## src/rtl/updn_mod_counter_pkg.sv

```systemverilog
// updn_mod_counter_pkg
//   Shared constants and helpers for the up/down modulo counter.
//   DIR_UP / DIR_DN : encodings of the Up input.
//   max_count()     : highest reachable count, MODULUS-1 clamped to the
//                     range representable in WIDTH bits.
package updn_mod_counter_pkg;

    localparam logic DIR_UP = 1'b1;
    localparam logic DIR_DN = 1'b0;

    function automatic int max_count(input int width, input int modulus);
        int lim;
        lim = 1 << width;
        return ((modulus < lim) ? modulus : lim) - 1;
    endfunction

endpackage

```

## src/rtl/updn_mod_counter_next.sv

```systemverilog
// updn_mod_counter_next
//   Combinational next-state logic for updn_mod_counter.
//   Inputs : q (current count), en, up, load, d (load value)
//   Outputs: q_nxt (next count), wrap_nxt (wrap occurs on this edge),
//            tc (terminal count: the next enabled step would wrap)
//   Macro UPDN_MOD_COUNTER_SAT_EN: saturate at the terminal points instead
//   of wrapping; wrap_nxt is then never asserted.
module updn_mod_counter_next
    import updn_mod_counter_pkg::*;
#(
    parameter int WIDTH   = 3,
    parameter int MODULUS = 8
) (
    input  logic [WIDTH-1:0] q,
    input  logic             en,
    input  logic             up,
    input  logic             load,
    input  logic [WIDTH-1:0] d,
    output logic [WIDTH-1:0] q_nxt,
    output logic             wrap_nxt,
    output logic             tc
);

    localparam logic [WIDTH-1:0] MAX = WIDTH'(max_count(WIDTH, MODULUS));

    logic at_top;
    logic at_bot;

    assign at_top = (q == MAX);
    assign at_bot = (q == '0);
    assign tc     = en & ~load & (((up == DIR_UP) & at_top) | ((up == DIR_DN) & at_bot));

    always_comb begin
        q_nxt    = q;
        wrap_nxt = 1'b0;
        if (load) begin
            // Out-of-range load values clamp to the top count.
            q_nxt = (d > MAX) ? MAX : d;
        end else if (en) begin
            if (up == DIR_UP) begin
                if (at_top) begin
`ifdef UPDN_MOD_COUNTER_SAT_EN
                    q_nxt = MAX;
`else
                    q_nxt    = '0;
                    wrap_nxt = 1'b1;
`endif
                end else begin
                    q_nxt = q + WIDTH'(1);
                end
            end else begin
                // Explicit bottom check keeps q-1 from underflowing at 0.
                if (at_bot) begin
`ifdef UPDN_MOD_COUNTER_SAT_EN
                    q_nxt = '0;
`else
                    q_nxt    = MAX;
                    wrap_nxt = 1'b1;
`endif
                end else begin
                    q_nxt = q - WIDTH'(1);
                end
            end
        end
    end

endmodule

```

## src/rtl/updn_mod_counter.sv

```systemverilog
// updn_mod_counter
//   Up/down modulo-MODULUS counter with synchronous load and wrap pulse.
//   CLK   : clock, all state changes on posedge
//   Reset : synchronous, active-low; clears Q and Wrap
//   En    : count enable          Up   : 1 = up, 0 = down
//   Load  : parallel load strobe  D    : load value (clamped to MODULUS-1)
//   Q     : registered count
//   TC    : combinational terminal count
//   Wrap  : registered one-cycle pulse after a wrap edge
//   Macro UPDN_MOD_COUNTER_SAT_EN: saturating variant, Wrap stays 0.
module updn_mod_counter
    import updn_mod_counter_pkg::*;
#(
    parameter int WIDTH   = 3,
    parameter int MODULUS = 8
) (
    input  logic             CLK,
    input  logic             Reset,
    input  logic             En,
    input  logic             Up,
    input  logic             Load,
    input  logic [WIDTH-1:0] D,
    output logic [WIDTH-1:0] Q,
    output logic             TC,
    output logic             Wrap
);

    if (WIDTH < 2 || WIDTH > 16) begin : g_bad_width
        $fatal(1, "updn_mod_counter: WIDTH must be 2..16");
    end
    if (MODULUS < 2 || MODULUS > (1 << WIDTH)) begin : g_bad_modulus
        $fatal(1, "updn_mod_counter: MODULUS must be 2..2**WIDTH");
    end

    logic [WIDTH-1:0] q_nxt;
    logic             wrap_nxt;

    updn_mod_counter_next #(
        .WIDTH   (WIDTH),
        .MODULUS (MODULUS)
    ) u_next (
        .q        (Q),
        .en       (En),
        .up       (Up),
        .load     (Load),
        .d        (D),
        .q_nxt    (q_nxt),
        .wrap_nxt (wrap_nxt),
        .tc       (TC)
    );

    always_ff @(posedge CLK) begin
        if (!Reset) begin
            Q    <= '0;
            Wrap <= 1'b0;
        end else begin
            Q    <= q_nxt;
            Wrap <= wrap_nxt;
        end
    end

endmodule

```

## config.mk

```make
export PLATFORM = sky130hd
export DESIGN_NAME = updn_mod_counter
export DESIGN_NICKNAME = d
export VERILOG_FILES = /design/src/rtl/updn_mod_counter_pkg.sv /design/src/rtl/updn_mod_counter_next.sv /design/src/rtl/updn_mod_counter.sv
export SDC_FILE = /design/constraint.sdc
export NUM_CORES = 1
export LEC_CHECK = 0
export BUFFER_PORTS_ARGS = -buffer_cell sky130_fd_sc_hd__buf_2
export CAP_MARGIN = 5
export CORE_AREA = 2 2 39 41
export CTS_BUF_LIST = sky130_fd_sc_hd__clkbuf_16
export CTS_CLUSTER_SIZE = 24
export DETAILED_ROUTE_END_ITERATION = 6
export DIE_AREA = 0 0 41 43
export PLACE_DENSITY_LB_ADDON = 0.08
export SLEW_MARGIN = 10
export SYNTH_ARGS = -nofsm -noshare
export SYNTH_HDL_FRONTEND = slang
export SYNTH_SLANG_ARGS = --single-unit
```

## constraint.sdc

```tcl
create_clock -name CLK -period 3.9 [get_ports CLK]
set_input_delay 0.78 -clock CLK [delete_from_list [all_inputs] [get_ports CLK]]
set_output_delay 0.78 -clock CLK [all_outputs]
set_load 0.03 [all_outputs]
```

==> flow_results.org <==
** Status
- Result of the run :: completed

** Timing
- Summed negative setup slack over all endpoints :: 0 ns
- The worst pin sits at a relative slew slack of 83.6%.
- Number of failing setup endpoints in the final timing report :: 0
- Fmax :: 0.413 GHz
- Period minus WS final :: 2.42 ns
- Post-route clock skew :: 0.00229 ns
- For the pin with the worst max-slew slack, the measured transition is 0.244 ns.
- Crit share post-route :: 62.0%
- The number of failing hold endpoints at the final stage was 0.
- Fin. max-slew vios :: 0
- Unrepaired setup endpoints after global routing :: false

** Clock tree
- Clock tree synthesis found a total of 4 sinks.
- Worst-Skew Late Latency :: 0.22 ns
- Clock-pin slew was measured on the worst setup and hold paths at 0.03 ns.
- CTS Buffer Depth :: 2
- The number of gates resized after CTS was 0.
- Clock tree root buffer cell :: sky130_fd_sc_hd__clkbuf_16
- TritonCTS built the clock tree.
- The number of hold buffers added after CTS was 0.
- Number of buffers created by CTS :: 3
- In this run the number of H-tree levels came out at 1.
- Once the clock tree was built, the setup fixing pass inserted 0 buffers.

** Placement
- Placer Congestion :: 0.689
- Summed over all nets, the half-perimeter wirelength after detailed placement is 567 µm.
- Port buffering added 12 buffers.
- After detailed placement, the total cell area comes to 382 µm².

** Setup path
- The worst setup path is launched from an input port.
- Data on the critical path is required at its endpoint by 3.12 ns.
- In this run the critical register-to-register path is launched from Q[0].
- Slowest stage cell on the critical path :: sky130_fd_sc_hd__or3b_4
- First element of the critical path :: Up
- Critical path endpoint category :: primary output
- On the worst path, the slowest cell contributes a delay of 0.38 ns.
- Counting both buffers and inverters, the worst setup path holds a total of 2.
- Of all nets on the critical path, the largest fanout is 7.
- The critical path is of the input port to primary output type.
- In this design, the critical path's most frequently occurring cell is sky130_fd_sc_hd__buf_2.
- Critical-path cell list :: buf_2, or3b_4, a21oi_2, buf_2
- On the critical path the largest part of the delay comes from simple AND/OR/NAND/NOR gates.
- Data arrival time of the critical path :: 1.64 ns

** Power and ir drop
- Areal power density over the cells :: 532 nW/µm²
- IR analysis of the VDD net gives a maximum drop of 418 µV.
- Reported leakage power :: 0.217 nW

** Synth
- Number of warning messages in the yosys log :: 0
- Sequential elements use 26.6% of the synthesized area.
- Total standard cell area after synthesis :: 302 µm²
- After synthesis, the netlist uses 18 different library cells.
- Counting every instance in the synthesized netlist gives 35.
- Avg Inst Size Synth :: 8.62 µm²
- Synth Register Bits :: 4
- Counting every net in the synthesized netlist gives 47.

** Global routing
- Maximum number of pins on one net before global-route repair :: 9
- Wire length of the first global-routing pass :: 1190 µm
- The initial antenna violation count came to 0.
- The number of global-route vias before repair came to 287.
- Global routing used 10.1% of the available tracks.
- Remaining global-route overflow :: 0

** Worst hold path
- HP Start :: Q[0]
- Class of the most critical hold timing path :: register to register

** Routing
- In this run the remaining antenna-violating nets after routing total 0.
- Routed vias/inst :: 4.35
- Number of remaining DRC errors :: 0
- Wire length reported by the detailed router :: 657 µm
- In this run, the number of DRC markers left after iteration 0 of detailed routing was 6.
- Vias :: 287
- Detailed Routing Iterations Pass 1 :: 3
- Dividing the detail-routed wire length by the instance count gives 9.95 µm.

** Floorplanning
- Horizontal die dimension :: 41 µm
- Placeable core area :: 1380 µm²
- For this design the top-level I/O count stands at 13.
- Die height :: 43 µm
- The floorplan step defined a die boundary enclosing 1760 µm².
- Initial Utilization :: 21.8%
- Site row count :: 14

** Final layout
- Relative to the synthesized area, the layout overhead comes to 51.5%.
- Antenna diodes :: 0
- Final #Nets :: 64
- The library cell used most frequently in the layout, excluding fill and tap cells, is sky130_fd_sc_hd__buf_2.
- Ratio of cells with drive above 1 in the final layout :: 36.0%
- Commonest non-fill, non-tap cells in the layout :: sky130_fd_sc_hd__buf_2, sky130_fd_sc_hd__nand2_1, sky130_fd_sc_hd__dfxtp_1, sky130_fd_sc_hd__ha_1
- The filler cells instantiated in the layout total 145.
- After routing the design area is 457 µm².

** Run
- The tool flagged a number of max-cap violations equal to 0.
==> worst reg2reg max path: cells and delay by family, from the launching register on <==
kind	cells	cell delay (ns)
buffers and inverters	1	0.10
AND/OR/NAND/NOR	1	0.34
adder cells (fa/ha/maj)	1	0.23
AO/OA/AOI/OAI	2	0.23
flip-flops	1	0.38
==> registers in the layout (all words and copies together) (netlist names) <==
register,flops
Wrap,1
Q,3
==> kinds of logic (layout without fill, tap and decap cells) <==
kind of cell	after synthesis	count (layout)	synth area share [%]
flip-flops	4	4	26.6
adder cells (fa/ha/maj)	4	4	16.6
AO/OA/AOI/OAI	9	9	22.0
buffers and inverters	3	18	3.73
AND/OR/NAND/NOR	15	15	31.1
==> metrics by stage <==
stage / setup slack (ns) / instances / power [mW] / hold slack, ns / util, %
final: 1.48 / 66 / 0.243 / 0.551 / 33.0
after global routing: 1.42 / 66 / 0.253 / 0.577 / 33.0
after CTS: 1.47 / 66 / 0.246 / 0.555 / 33.0
after detailed placement: 1.47 / 63 / 0.0855 / 0.547 / 27.6
after global placement: 1.48 / 63 / 0.0859 / 0.571 / 27.6
after floorplan: 1.63 / 35 / 0.0724 / 0.635 / -
==> power by group <==
part	internal [mW]	switching, mW	total (mW)	leakage [nW]
clock	0.131	0.0275	0.158	0.0370
sequential	0.0442	0.00314	0.0473	0.0330
combinational	0.0163	0.0208	0.0371	0.147
==> Yosys cell counts, drive strengths merged <==
| cell | count | area, µm² |
|---|---|---|
| a21oi | 4 | 23.8 |
| a22o | 1 | 8.76 |
| a32o | 1 | 10.0 |
| and2 | 1 | 6.26 |
| dfxtp | 4 | 80.1 |
| ha | 4 | 50.1 |
| inv | 3 | 11.3 |
| nand2 | 5 | 18.8 |
| nand2b | 2 | 12.5 |
| nand3b | 2 | 15.0 |
| nor2b | 1 | 8.76 |
| nor3b | 1 | 7.51 |
| o31ai | 2 | 15.0 |
| o32ai | 1 | 8.76 |
| or2b | 1 | 7.51 |
| or3 | 1 | 6.26 |
| or3b | 1 | 11.3 |
==> layout make-up <==
| cell class | count | area [µm²] | share of cell area [%] |
|---|---|---|---|
| Multi-Input combinational cell | 28 | 210 | 46.0 |
| Tap cell | 16 | 20.0 | 4.38 |
| Clock buffer | 3 | 75.1 | 16.4 |
| Inverter | 3 | 11.3 | 2.47 |
| Timing Repair Buffer | 12 | 60.1 | 13.2 |
| Sequential cell | 4 | 80.1 | 17.5 |
==> path summary, 6_finish.rpt <==
path | to | slack (ns) | depth (start not counted)
setup / recovery | TC | 1.48 | 4
hold reg to reg | Q[0] | 0.55 | 2
hold / removal | Q[0] | 0.55 | 2
setup reg to reg | Q[2] | 2.49 | 5
==> layer usage <==
metal	GRT usage [%]	wire (µm)	vias to the layer above
met5	0	0	-
met4	2.00	0	0
met3	6.28	37	0
met2	13.8	277	8
met1	13.4	342	122
li1	-	-	157
(Power assumes the default switching activity.)
